File: config.mk
export PLATFORM = sky130hd
export DESIGN_NAME = decomp_sequencer
export DESIGN_NICKNAME = d
export VERILOG_FILES = /design/src/rtl/decomp_sequencer.sv
export SDC_FILE = /design/constraint.sdc
export NUM_CORES = 1
export LEC_CHECK = 0
export ABC_CLOCK_PERIOD_IN_PS = 3000
export CORE_ASPECT_RATIO = 1.75
export CORE_MARGIN = 3
export CORE_UTILIZATION = 47
export CTS_CLUSTER_SIZE = 24
export DETAILED_ROUTE_END_ITERATION = 7
export GPL_TIMING_DRIVEN = 0
export HOLD_SLACK_MARGIN = 0.15
export PLACE_DENSITY = 0.78
export SETUP_SLACK_MARGIN = 0.5
export SYNTH_ARGS = -nofsm -noshare
export SYNTH_HDL_FRONTEND = slang
export SYNTH_SLANG_ARGS = --single-unit
File: constraint.sdc
create_clock -name clk -period 3 [get_ports clk]
set_input_delay 0.3 -clock clk [delete_from_list [all_inputs] [get_ports clk]]
set_output_delay 0.3 -clock clk [all_outputs]
set_load 0.05 [all_outputs]
File: src/rtl/decomp_sequencer.sv
`default_nettype none
// ============================================================================
//  Module      : decomp_sequencer
//  Description : Command-level sequencer for the vector decomposition
//                controller. Splits one decomposition command into per-digit
//                start_vector launches, times each digit, and hands every
//                finished digit to a downstream consumer via valid/ack.
//  Revision    : 1.0 - initial release
// ============================================================================
module decomp_sequencer #(
    parameter int          FSIZE        = 64,
    parameter int          logD         = 4,
    parameter int          ARM_TIMEOUT  = 64,
    parameter int          CYC_W        = 24,
    parameter logic [3:0]  VECTOR_OPERATION_DECOMP_REDUCTION = 4'd5
) (
    input  logic             clk,
    input  logic             rst,
    // command channel
    input  logic             cmd_valid,
    output logic             cmd_ready,
    input  logic [logD-1:0]  cmd_num_digits,
    input  logic [FSIZE-1:0] cmd_bit_cnt,
    input  logic [FSIZE-1:0] cmd_base_shift,
    input  logic             abort,
    // vector controller side
    output logic             start_vector,
    output logic [3:0]       operation,
    output logic [FSIZE-1:0] p,
    output logic [FSIZE-1:0] pq0,
    input  logic             vector_working,
    // digit handoff
    output logic             digit_valid,
    output logic [logD-1:0]  digit_idx,
    output logic [CYC_W-1:0] digit_cycles,
    input  logic             digit_ack,
    // status
    output logic             done,
    output logic             err,
    output logic             busy
);

    // Width of the ARM wait counter: must hold ARM_TIMEOUT-1.
    localparam int               ARM_W      = $clog2(ARM_TIMEOUT + 1);
    localparam logic [ARM_W-1:0] c_arm_last = ARM_W'(ARM_TIMEOUT - 1);
    localparam logic [CYC_W-1:0] c_cyc_max  = '1;

    typedef enum logic [2:0] {
        S_IDLE    = 3'd0,
        S_START   = 3'd1,
        S_ARM     = 3'd2,
        S_RUN     = 3'd3,
        S_HANDOFF = 3'd4,
        S_FINISH  = 3'd5
    } state_t;

    state_t            state;
    logic [logD-1:0]   r_num_digits;
    logic [FSIZE-1:0]  r_bit_cnt;
    logic [FSIZE-1:0]  r_p;
    logic [FSIZE-1:0]  r_pq0;
    logic [logD-1:0]   r_d;
    logic [CYC_W-1:0]  r_cyc;
    logic [CYC_W-1:0]  r_digit_cycles;
    logic [ARM_W-1:0]  r_arm;
    logic              r_abort_pend;
    logic              r_err;

    logic [CYC_W-1:0]  w_cyc_inc;
    logic              w_last_digit;

    // Saturating increment of the per-digit cycle counter.
    assign w_cyc_inc    = (r_cyc == c_cyc_max) ? r_cyc : r_cyc + 1'b1;
    // Widened compare so d+1 never wraps when num_digits is at its maximum.
    assign w_last_digit = (({1'b0, r_d} + 1'b1) == {1'b0, r_num_digits});

    // Sequencer FSM: command acceptance, per-digit launch, timing and handoff.
    always_ff @(posedge clk) begin
        if (rst) begin
            state          <= S_IDLE;
            r_num_digits   <= '0;
            r_bit_cnt      <= '0;
            r_p            <= '0;
            r_pq0          <= '0;
            r_d            <= '0;
            r_cyc          <= '0;
            r_digit_cycles <= '0;
            r_arm          <= '0;
            r_abort_pend   <= 1'b0;
            r_err          <= 1'b0;
        end else begin
            case (state)
                S_IDLE: begin
                    if (cmd_valid) begin
                        r_num_digits <= cmd_num_digits;
                        r_bit_cnt    <= cmd_bit_cnt;
                        r_err        <= 1'b0;
                        r_abort_pend <= 1'b0;
                        r_d          <= '0;
                        if (cmd_bit_cnt == '0) begin
                            // Zero-width digits are meaningless: reject.
                            r_err <= 1'b1;
                            state <= S_FINISH;
                        end else if (cmd_num_digits == '0) begin
                            state <= S_FINISH;
                        end else begin
                            // p/pq0 only move on entry to START so they stay
                            // stable for the whole controller operation.
                            r_p   <= cmd_base_shift;
                            r_pq0 <= cmd_bit_cnt;
                            state <= S_START;
                        end
                    end
                end

                S_START: begin
                    if (abort) begin
                        r_err <= 1'b1;
                        state <= S_FINISH;
                    end else begin
                        // Start cycle itself counts as cycle 1 of the digit.
                        r_cyc <= {{(CYC_W-1){1'b0}}, 1'b1};
                        r_arm <= '0;
                        state <= S_ARM;
                    end
                end

                S_ARM: begin
                    r_cyc <= w_cyc_inc;
                    if (vector_working) begin
                        // Controller has started; it cannot be interrupted,
                        // so an abort here is deferred to the end of the digit.
                        if (abort) begin
                            r_abort_pend <= 1'b1;
                        end
                        state <= S_RUN;
                    end else if (abort || (r_arm == c_arm_last)) begin
                        r_err <= 1'b1;
                        state <= S_FINISH;
                    end else begin
                        r_arm <= r_arm + 1'b1;
                    end
                end

                S_RUN: begin
                    r_cyc <= w_cyc_inc;
                    if (abort) begin
                        r_abort_pend <= 1'b1;
                    end
                    if (!vector_working) begin
                        r_digit_cycles <= w_cyc_inc;
                        if (abort || r_abort_pend) begin
                            r_err <= 1'b1;
                            state <= S_FINISH;
                        end else begin
                            state <= S_HANDOFF;
                        end
                    end
                end

                S_HANDOFF: begin
                    if (abort) begin
                        r_err <= 1'b1;
                        state <= S_FINISH;
                    end else if (digit_ack) begin
                        if (w_last_digit) begin
                            state <= S_FINISH;
                        end else begin
                            // Shift accumulates by addition and wraps mod 2^FSIZE.
                            r_d   <= r_d + 1'b1;
                            r_p   <= r_p + r_bit_cnt;
                            state <= S_START;
                        end
                    end
                end

                S_FINISH: begin
                    state <= S_IDLE;
                end

                default: begin
                    state <= S_IDLE;
                end
            endcase
        end
    end

    // Outputs are decoded straight from the state register; start_vector is
    // additionally gated so an abort in START suppresses the launch.
    assign cmd_ready    = (state == S_IDLE);
    assign busy         = (state != S_IDLE);
    assign start_vector = (state == S_START) && !abort;
    assign digit_valid  = (state == S_HANDOFF);
    assign done         = (state == S_FINISH);
    assign operation    = busy ? VECTOR_OPERATION_DECOMP_REDUCTION : 4'd0;
    assign p            = r_p;
    assign pq0          = r_pq0;
    assign digit_idx    = r_d;
    assign digit_cycles = r_digit_cycles;
    assign err          = r_err;

endmodule
`default_nettype wire

==> flow_summary.yaml <==
global_routing:
  antenna_found_initial: 3
  gr-total-overflow: 0
  grt_first_pass_wirelength_um: 90700
  grt_max_degree: 16
  grt_pass1_vias: 16150
  grt_usage: 0.361
place:
  place_inst: 2576
  portBuffers: 298
  dp_hpwl_um: 45500
  place_congestion: 0.979
pwr:
  p_int_mw: 8.20
  p_leak_nw: 8.21
  power_density_mw_per_mm2: 670
  comb_power_share: 0.462
  pwr-share-clk: 0.233
  vdd_drop_max_mv: 0.611
  pwr-share-seq: 0.305
  swShare: 0.426
  p_switching_mw: 6.10
setup_path:
  reg2reg_slack_ns: 0.02
  ff2ff_path_depth: 12
  crit_path_end_kind: "flop"
  r2r_end: "p[60]$_SDFFE_PP0P_"
  critPathRequiredTime_ns: 3.41
  path_class: "reg -> reg"
  cp_max_fo: 4
  setup.worst_path.start_class: "flop"
  r2r-start: "p[0]$_SDFFE_PP0P_"
  crit_start: "p[0]$_SDFFE_PP0P_"
  arrival_ns: 3.39
  endpoint: "p[60]$_SDFFE_PP0P_"
cts:
  cts_root_buffer: "clkbuf_16"
  numCtsBuffers: 25
  clock_sinks: 260
  clk_pin_slew_ns: 0.07
  cts_max_path_buffers: 3
  cts_tree: "yes"
  worst_skew_pair.late_latency_ns: 0.59
  h-tree-depth: 1
sta:
  hold_slack_ns: 0.153
  fin_crit_ns: 2.98
  finalSetupViolations: 0
  relSlewSlack: 0.317
  rsz0062_at_grt: "yes"
  worst_slew_pin_slew_ns: 1.03
  hold_viol_final: 0
  fin_worst_skew_ns: 0.0354
  timing.fmax_mhz: 336
  fin_crit_sh: 0.992
  slew_viol_final: 0
synthesis:
  synth_async_sr_flop_share: 0
  synth_ff_type: "dfxtp_1"
  syn-cell-area_mm2: 0.0143
  postSynthAreaPerCell_um2: 7.56
  ys_seq_area_frac: 0.364
  synth_cell_types: 76
  yosys_warnings: 0
  netlist_instances: 1894
  yosysTopAreaCell: "dfxtp_1"
  synth_edf_count: 0
  synth.top_cell.area_share: 0.364
  synth_seq_cells: 260
  ys_top_cells_by_area: "dfxtp_1, nand2_1, a21oi_1"
finish:
  fin_cells: 2748
  drive_above_1_share: 0.195
  fin_nets: 2554
  syn_to_final_growth_pct: 49.2
detailed_routing:
  num_vias: 16489
  first_pass_iters: 8
  vias_per_cell: 6.00
  antenna_left: 0
  drcViolationCount: 0
  wl_per_cell_um: 22.8
  routed_wl_um: 62700
  dr.first_iter.drc_count: 1143
die:
  fp.coreArea_mm2: 0.0297
  rows: 83
  die_area_mm2: 0.0327
  start_util: 0.482
  die_w_um: 138
  die-height_um: 237
  ioPinCount: 304
flow_run:
  maxCapViolations: 0
hold_path:
  hold_class: "in -> reg"
status:
  status: "finished, final reports clean"
==> stage by stage <==
| stage | area, µm² | setup TNS, ns | worst slack, ns | utilization | total power [mW] |
|---|---|---|---|---|---|
| floorplan | 14600 | 0 | 0.250 | - | 7.91 |
| global placement | 18100 | -216.93 | -1.99 | 0.609 | 9.81 |
| detailed placement | 18100 | -223.11 | -2.02 | 0.610 | 9.89 |
| CTS | 20400 | 0 | 0.113 | 0.688 | 13.8 |
| global route | 21400 | -0.253 | -0.0533 | 0.719 | 14.8 |
| finish | 21400 | 0 | 0.0246 | 0.719 | 14.3 |
==> cell usage in the layout, fill, tap and decap left out, types with 25 or more instances in the layout <==
master           Yosys  layout
xor2_1              38      33
dfxtp_2              0      34
nand4_1             25      25
buf_6                0      26
a21o_1              34      34
buf_4                5      94
a211oi_1            37      25
dlygate4sd2_1        0      36
ha_1                66      37
nor3_1              30      25
xnor2_1             51      46
o21ai_1              4      30
nand2_1            409     399
clkbuf_16            0      26
clkbuf_1            99      72
o21ai_0            100      57
nand3_1             29      26
a21oi_1            259     240
clkdlybuf4s50_1      0     242
dfxtp_1            260     205
nor2_1             161     153
==> cell type report <==
class	instances	area [µm²]
timing repair buffer	427	4090
antenna	2	5.00
buffer	125	699
inverter	17	68.8
tap	382	478
multi-input combinational	1493	9860
fill	2388	8340
clock inverter	11	129
sequential	260	5330
clock buffer	31	699
==> worst min-delay path by stage <==
stage                               startpoint                          to  slack [ns]  cells past startpoint
after floorplan                cmd_bit_cnt[11]  r_bit_cnt[11]$_SDFFE_PP0P_        0.44                      2
after global routing           cmd_bit_cnt[36]  r_bit_cnt[36]$_SDFFE_PP0P_        0.17                      3
final                          cmd_bit_cnt[16]        pq0[16]$_SDFFE_PP0P_        0.15                      3
after global placement    pq0[59]$_SDFFE_PP0P_        pq0[59]$_SDFFE_PP0P_        0.44                      2
after detailed placement  pq0[36]$_SDFFE_PP0P_        pq0[36]$_SDFFE_PP0P_        0.45                      2
after CTS                      cmd_bit_cnt[16]        pq0[16]$_SDFFE_PP0P_        0.15                      3
==> state kept, by name, summed over array words and instances, names as in the netlist <==
name / flops
pq0: 64
state: 3
r_arm: 7
p: 64
digit_cycles: 24
r_abort_pend: 1
digit_idx: 4
err: 1
r_bit_cnt: 64
r_num_digits: 4
r_cyc: 24
==> worst max-delay path: stages, from the launching register on <==
cell and delay [ns]:
dfxtp_4 0.35, ha_4 0.16, fa_2 0.36, a21oi_2 0.16, o21ai_2 0.09, and3b_2 0.25
o21ai_2 0.17, nand3_2 0.15, a31oi_4 0.34, o21bai_4 0.10, a311oi_2 0.31, xor2_1 0.26
a221oi_2 0.09
==> power by group through the flow <==
stage	logic, mW	clock network [mW]	registers, mW
CTS	6.11	3.34	4.33
global placement	5.44	0	4.37
finish	6.61	3.34	4.36
floorplan	2.56	0	5.34
global route	6.95	3.47	4.39
detailed placement	5.51	0	4.39
==> cell families (layout without fill, tap and decap cells) <==
kind of cell,count (synthesis),in the layout,share of synthesized area
simple gates,757,757,0.232
compound gates,571,571,0.246
flops,260,260,0.364
buf+inv,142,611,0.0400
xor+xnor,89,89,0.0544
fa+ha+maj,67,67,0.0591
mux,7,7,0.00498
other cells,1,4,0.000262
==> routing by layer <==
layer,vias up,part of all wire,GRT usage
li1,7613,-,-
met1,7716,0.33,0.351
met2,839,0.50,0.636
met3,319,0.072,0.0706
met4,2,0.10,0.305
met5,-,0.00021,0
==> synthesized netlist by cell type, drive strengths merged (10+ instances only) <==
library cell and n:
nand4 25, o21ai 106, dfxtp 260, xor2 38, nand3 31, nor3 31, clkbuf 102, ha 66
and3 25, buf 23, o21a 11, xnor2 51, nand2 409, o211ai 10, a211oi 39, nor2 163
a21oi 259, a22oi 14, inv 15, a311oi 25, a31oi 15, nor4 24, o21bai 11, a21o 34
==> repair_timing <==
action	in CTS	in global routing
cloned	1	0
endpoints found under the setup margin	161	155
setup buffers	75	30
pin swaps	94	56
resized for setup	256	175
hold buffers	11	11
endpoints found under the hold margin	16	22
No activity file was read; power rests on OpenSTA's default activity.
